`config.mk`:
```
export PLATFORM = sky130hd
export DESIGN_NAME = pipe_ctrl_flat
export DESIGN_NICKNAME = d
export VERILOG_FILES = /design/src/rtl/pipe_ctrl_pkg.sv /design/src/rtl/pipe_ctrl_if.sv /design/src/rtl/pipe_ctrl_sat_cnt32.sv /design/src/rtl/pipe_ctrl.sv /design/src/flat_wrapper.sv
export SDC_FILE = /design/constraint.sdc
export NUM_CORES = 1
export LEC_CHECK = 0
export ABC_AREA = 1
export CAP_MARGIN = 10
export CORE_MARGIN = 3
export CORE_UTILIZATION = 48
export DETAILED_ROUTE_END_ITERATION = 16
export MAX_ROUTING_LAYER = met4
export PLACE_DENSITY = 0.84
export SKIP_LAST_GASP = 1
export SYNTH_ARGS = -nofsm -noshare
export SYNTH_HDL_FRONTEND = slang
export SYNTH_SLANG_ARGS = --single-unit
```
`constraint.sdc`:
```
create_clock -name clk -period 3.8 [get_ports clk]
set_clock_uncertainty 0.15 [all_clocks]
set_input_delay 1.14 -clock clk [delete_from_list [all_inputs] [get_ports clk]]
set_output_delay 1.14 -clock clk [all_outputs]
set_load 0.005 [all_outputs]
```
`src/rtl/pipe_ctrl_pkg.sv`:
```
// Shared widths, stall patterns and controller state encodings for the
// pipeline stall/flush sequencer.
package pipe_ctrl_pkg;

    localparam int RegisterBus = 32;
    localparam int StallBus    = 6;

    localparam logic [StallBus-1:0] StallNone = 6'b000000;
    localparam logic [StallBus-1:0] StallID   = 6'b000111;
    localparam logic [StallBus-1:0] StallEX   = 6'b001111;

    typedef enum logic [1:0] {
        CtrlIdle  = 2'd0,
        CtrlMcRun = 2'd1,
        CtrlFlush = 2'd2
    } ctrl_state_e;

    // A multi-cycle request with zero cycles is treated as no request at all.
    function automatic logic mc_request(input logic start, input logic [5:0] cycles);
        return start && (cycles != 6'd0);
    endfunction

endpackage

```
`src/rtl/pipe_ctrl_if.sv`:
```
// Request/response bundle between the pipeline stages and pipe_ctrl.
// The master side raises requests; the slave side (pipe_ctrl) answers them.
interface pipe_ctrl_if
    import pipe_ctrl_pkg::*;
();

    logic                   id_stall_req;
    logic                   ex_mc_start;
    logic [5:0]             ex_mc_cycles;
    logic                   flush_req;
    logic [RegisterBus-1:0] flush_pc;

    logic [StallBus-1:0]    stall;
    logic                   flush;
    logic [RegisterBus-1:0] new_pc;
    logic                   ex_mc_done;
    logic                   busy;
    logic [31:0]            stall_cycles;

    modport master (
        output id_stall_req, ex_mc_start, ex_mc_cycles, flush_req, flush_pc,
        input  stall, flush, new_pc, ex_mc_done, busy, stall_cycles
    );

    modport slave (
        input  id_stall_req, ex_mc_start, ex_mc_cycles, flush_req, flush_pc,
        output stall, flush, new_pc, ex_mc_done, busy, stall_cycles
    );

endinterface

```
`src/rtl/pipe_ctrl_sat_cnt32.sv`:
```
// Saturating 32-bit event counter: counts enabled cycles and sticks at all-ones.
module sat_cnt32 (
    input  logic        clk,
    input  logic        rst,
    input  logic        en,
    output logic [31:0] count
);

    always_ff @(posedge clk) begin
        if (rst) begin
            count <= 32'd0;
        end else if (en && (count != 32'hFFFF_FFFF)) begin
            count <= count + 32'd1;
        end
    end

endmodule

```
`src/rtl/pipe_ctrl.sv`:
```
// Pipeline stall/flush sequencer: arbitrates MEM redirects, EX multi-cycle ops
// and ID load-use hazards into the per-stage stall vector and flush/new_pc pair.
module pipe_ctrl
    import pipe_ctrl_pkg::*;
(
    input logic       clk,
    input logic       rst,
    pipe_ctrl_if.slave bus
);

    ctrl_state_e            state_q, state_d;
    logic [5:0]             cnt_q, cnt_d;
    logic                   flush_q;
    logic [RegisterBus-1:0] new_pc_q;
    logic [StallBus-1:0]    stall_c;
    logic                   done_c;

    always_ff @(posedge clk) begin
        if (rst) begin
            state_q  <= CtrlIdle;
            cnt_q    <= 6'd0;
            flush_q  <= 1'b0;
            new_pc_q <= '0;
        end else begin
            state_q <= state_d;
            cnt_q   <= cnt_d;
            flush_q <= bus.flush_req;
            if (bus.flush_req) begin
                new_pc_q <= bus.flush_pc;
            end
        end
    end

    // Redirects outrank everything, including an op that is already running;
    // while reset is held the pipeline must see no stall and no done.
    always_comb begin
        state_d = state_q;
        cnt_d   = cnt_q;
        stall_c = StallNone;
        done_c  = 1'b0;

        if (rst) begin
            state_d = CtrlIdle;
            cnt_d   = 6'd0;
        end else if (bus.flush_req) begin
            state_d = CtrlFlush;
            cnt_d   = 6'd0;
        end else begin
            case (state_q)
                CtrlIdle: begin
                    if (mc_request(bus.ex_mc_start, bus.ex_mc_cycles)) begin
                        stall_c = StallEX;
                        if (bus.ex_mc_cycles == 6'd1) begin
                            done_c = 1'b1;
                        end else begin
                            cnt_d   = bus.ex_mc_cycles - 6'd1;
                            state_d = CtrlMcRun;
                        end
                    end else if (bus.id_stall_req) begin
                        stall_c = StallID;
                    end
                end
                CtrlMcRun: begin
                    stall_c = StallEX;
                    cnt_d   = cnt_q - 6'd1;
                    if (cnt_q <= 6'd1) begin
                        done_c  = 1'b1;
                        cnt_d   = 6'd0;
                        state_d = CtrlIdle;
                    end
                end
                CtrlFlush: begin
                    state_d = CtrlIdle;
                end
                default: begin
                    state_d = CtrlIdle;
                    cnt_d   = 6'd0;
                end
            endcase
        end
    end

    sat_cnt32 u_stall_cnt (
        .clk   (clk),
        .rst   (rst),
        .en    (stall_c[0]),
        .count (bus.stall_cycles)
    );

    assign bus.stall      = stall_c;
    assign bus.ex_mc_done = done_c;
    assign bus.flush      = flush_q;
    assign bus.new_pc     = new_pc_q;
    assign bus.busy       = (state_q != CtrlIdle);

endmodule

```
`src/flat_wrapper.sv`:
```
// flat-port wrapper written by rule: the top's interface ports become plain ports
module pipe_ctrl_flat import pipe_ctrl_pkg::*;
  (clk, rst, bus_id_stall_req, bus_ex_mc_start, bus_ex_mc_cycles, bus_flush_req, bus_flush_pc, bus_stall, bus_flush, bus_new_pc, bus_ex_mc_done, bus_busy, bus_stall_cycles);
  pipe_ctrl_if bus_i ();
  input logic clk;
  input logic rst;
  input wire logic [$bits(bus_i.id_stall_req)-1:0] bus_id_stall_req;
  input wire logic [$bits(bus_i.ex_mc_start)-1:0] bus_ex_mc_start;
  input wire logic [$bits(bus_i.ex_mc_cycles)-1:0] bus_ex_mc_cycles;
  input wire logic [$bits(bus_i.flush_req)-1:0] bus_flush_req;
  input wire logic [$bits(bus_i.flush_pc)-1:0] bus_flush_pc;
  output wire logic [$bits(bus_i.stall)-1:0] bus_stall;
  output wire logic [$bits(bus_i.flush)-1:0] bus_flush;
  output wire logic [$bits(bus_i.new_pc)-1:0] bus_new_pc;
  output wire logic [$bits(bus_i.ex_mc_done)-1:0] bus_ex_mc_done;
  output wire logic [$bits(bus_i.busy)-1:0] bus_busy;
  output wire logic [$bits(bus_i.stall_cycles)-1:0] bus_stall_cycles;
  assign bus_i.id_stall_req = bus_id_stall_req;
  assign bus_i.ex_mc_start = bus_ex_mc_start;
  assign bus_i.ex_mc_cycles = bus_ex_mc_cycles;
  assign bus_i.flush_req = bus_flush_req;
  assign bus_i.flush_pc = bus_flush_pc;
  assign bus_stall = bus_i.stall;
  assign bus_flush = bus_i.flush;
  assign bus_new_pc = bus_i.new_pc;
  assign bus_ex_mc_done = bus_i.ex_mc_done;
  assign bus_busy = bus_i.busy;
  assign bus_stall_cycles = bus_i.stall_cycles;
  pipe_ctrl u_core (.clk(clk), .rst(rst), .bus(bus_i));
endmodule
```
==> out/metrics.cfg <==
[place]
placed_area_mm2 = 0.00518
place_congestion = 0.975
post-dp-hpwl_mm = 8.22
dp_worst_setup_slack_ps = -358
io_buffers = 113

[power]
ir_drop_mv = 0.263
leakage_uw = 0.00215
clockPowerShare_pct = 40.8
power_frac_seq_pct = 46.7
internal_power_uw = 1290
p_sw_uw = 438
comb_power_share_pct = 12.6
swShare_pct = 25.4
power_density_mw_per_mm2 = 316
finalPower_uw = 1730

[detailed_routing]
vias = 4171
detail_route.wirelength_mm = 11.1
wire_per_inst_um = 13.8
first_pass_iters = 4
drc = 0
ant_nets = 0
drt_iter0_markers = 172
viasPerCell = 5.21

[synth]
synth_simple_gate_area_share_pct = 34.4
ys_seq_area_share_pct = 36.9
synth_area_mm2 = 0.00396
syn_area_per_cell_um2 = 6.94
synth_edf_count = 0
ys_warn_count = 0
synth_compound_area_share_pct = 15.4
synth_cell_types = 31
ys.flop_type = dfxtp_1
ys_ff_latch = 73
synth_top_family_by_area = simple AND/OR/NAND/NOR gates
synthAdderAreaFrac_pct = 1.90
synth.area.mux_share_pct = 0
synth-xor-area-share_pct = 2.65
syn_inst = 571
synth-async-reset-ratio_pct = 0

[grt]
grt_pass1_vias = 3933
globalRouteTotalUtil_pct = 23.9
antenna_found_initial = 0
grt_pass1_wl_mm = 18.3
grt.overflow.total = 0
grt_max_degree = 34

[clocking]
clkSlewWorstSetupHoldPaths_ps = 80
cts_sinks = 73
cts_tree = done
cts_max_level = 3
insertion_delay_ps = 350
cts-hold-fix-buffers = 0
root_buffer = clkbuf_8
clockBufferDepth = 2
cts_buffers = 9

[setup_path]
critPathRequiredTime_ps = 2510
crit_type = in -> out
path_max_fanout = 4
cp.arrival_ps = 2460
r2r-end = u_core.u_stall_cnt.count[26]
start_kind = input pin
endpoint_kind = output port
regToRegStartpoint = u_core.u_stall_cnt.count[0]
r2r_setup_slack_ps = 1580
ff2ff_path_depth = 9

[floorplanning]
coreArea_mm2 = 0.00785
die_y_um = 96.8
rows = 32
initial_core_util_pct = 50.5
io_pins = 116
die_w_um = 96.8
die-area_mm2 = 0.00938

[timing]
slew-limit-headroom_pct = 33.3
setup_viol = 0
slew_violations = 0
fmaxAchievable_mhz = 267
finalCriticalPeriod_ps = 3750
hold_slack_ps = 340
worst_slack_ps = 50.5
fin_crit_sh_pct = 98.7
worst_pin_slew_ps = 999
hold_violations = 0

[worst_hold_path]
holdPathEnd = u_core.bus.new_pc[3]
hold_class = reg -> reg
min_path_cells = 1
hp-start = u_core.bus.new_pc[3]

[final_layout]
final_core_util_pct = 69.6
fill_cells = 668
nets = 743
syn2layout_area_growth_pct = 37.9
final_layout_size_suffix_gt1_share_pct = 10.9
final_area_mm2 = 0.00546
antenna_cells = 0

[job]
maxCapViolCount = 0

[status]
run_status = complete, no violations

cells by family (layout without fill, tap and decap cells):
| family | count (synthesis) | count (layout) |
|---|---|---|
| AOI/OAI and AO/OA | 83 | 83 |
| xor gates and xnor gates | 12 | 12 |
| adders and majority gates | 6 | 6 |
| buffers and inverters | 76 | 203 |
| DFF | 73 | 73 |
| other | 1 | 2 |
| and+or+nand+nor | 320 | 320 |
layout by cell type (no fill, tap or decap), drive strengths merged:
master         instances
nand3                 48
a21oi                 39
o21ai                  7
nor2                  79
nor3                   1
clkinv                 3
clkbuf                 9
xnor2                  5
o22ai                  3
bufinv                 2
inv                   58
xor2                   7
dlygate4sd2            8
o21bai                 1
clkdlybuf4s50        102
clkdlybuf4s15          1
buf                   18
ha                     6
dfxtp                 73
conb                   2
dlymetal6s2s           2
a31oi                  1
nand3b                 1
nand4                  4
nand2                187
a22o                  32
cell usage after synthesis, drive strengths merged (3+ instances only):
| master | count | area share, % |
|---|---|---|
| buf | 14 | 2.8 |
| inv | 55 | 5.2 |
| nand3 | 48 | 6.1 |
| o22ai | 3 | 0.47 |
| nand2 | 187 | 19 |
| ha | 6 | 1.9 |
| xnor2 | 5 | 1.1 |
| o21ai | 7 | 0.88 |
| dfxtp | 73 | 37 |
| nor2 | 79 | 8.5 |
| nand4 | 4 | 0.63 |
| xor2 | 7 | 1.5 |
| a22o | 32 | 7.1 |
| a21oi | 39 | 6.6 |
| clkbuf | 6 | 0.57 |
metal layers:
metal / GRT usage (%) / vias to the layer above / wire length, µm
li1: - / 2076 / -
met1: 27.2 / 1899 / 4640
met2: 41.3 / 170 / 5410
met3: 4.90 / 26 / 765
met5: - / - / 0
met4: 8.86 / 0 / 269
worst max-delay path by stage:
| stage | start | slack [ps] | depth (start not counted) | endpoint |
|---|---|---|---|---|
| after CTS | bus_ex_mc_cycles[2] | 10 | 8 | bus_stall[1] |
| after global placement | bus_ex_mc_cycles[0] | -320 | 9 | bus_ex_mc_done |
| after detailed placement | bus_ex_mc_cycles[0] | -360 | 7 | bus_stall[1] |
| after floorplan | bus_ex_mc_cycles[0] | 370 | 7 | bus_stall[0] |
| after global routing | rst | -2 | 7 | bus_stall[1] |
| final | rst | 50 | 7 | bus_stall[1] |
per-stage QoR:
| stage | cells | TNS (ps) |
|---|---|---|
| detailed placement | 779 | -1680 |
| global placement | 779 | -1470 |
| global route | 801 | -2.31 |
| finish | 801 | 0 |
| CTS | 801 | 0 |
| floorplan | 572 | 0 |
what timing repair did:
action                     in CTS  in global routing
gates resized for setup        16                  3
buffers inserted                6                  0
pin swaps                       4                  6
setup endpoints to repair       5                  3
state kept, by name, indices dropped and copies added, names as in the netlist:
register / flops
u_core.cnt_q: 6
u_core.bus.new_pc: 32
u_core.state_q: 2
u_core.u_stall_cnt.count: 32
u_core.bus.flush: 1
cell type report:
cell class | instances | area [µm²] | area share [%]
repair buffers | 131 | 1270 | 23.2
well taps | 102 | 128 | 2.34
clock buffers | 9 | 124 | 2.27
clock inverters | 7 | 100 | 1.83
flip-flops and latches | 73 | 1460 | 26.8
multi-input cells | 423 | 2170 | 39.7
inverters | 56 | 210 | 3.85
power groups by stage:
stage	Sequential (µW)	Clock [µW]	Combinational (µW)
after floorplan	823	0	93.4
after global placement	822	0	208
after detailed placement	823	0	212
after CTS	806	708	217
after global routing	809	740	235
final	806	703	217
worst max-delay path: stages:
cell and delay, ps:
clkdlybuf4s50_1 440, nor2_2 150, nand2_2 110, a21oi_4 170
buf_6 120, buf_4 100, dlygate4sd2_1 230
Note: power is estimated with default switching activity, not from simulation.
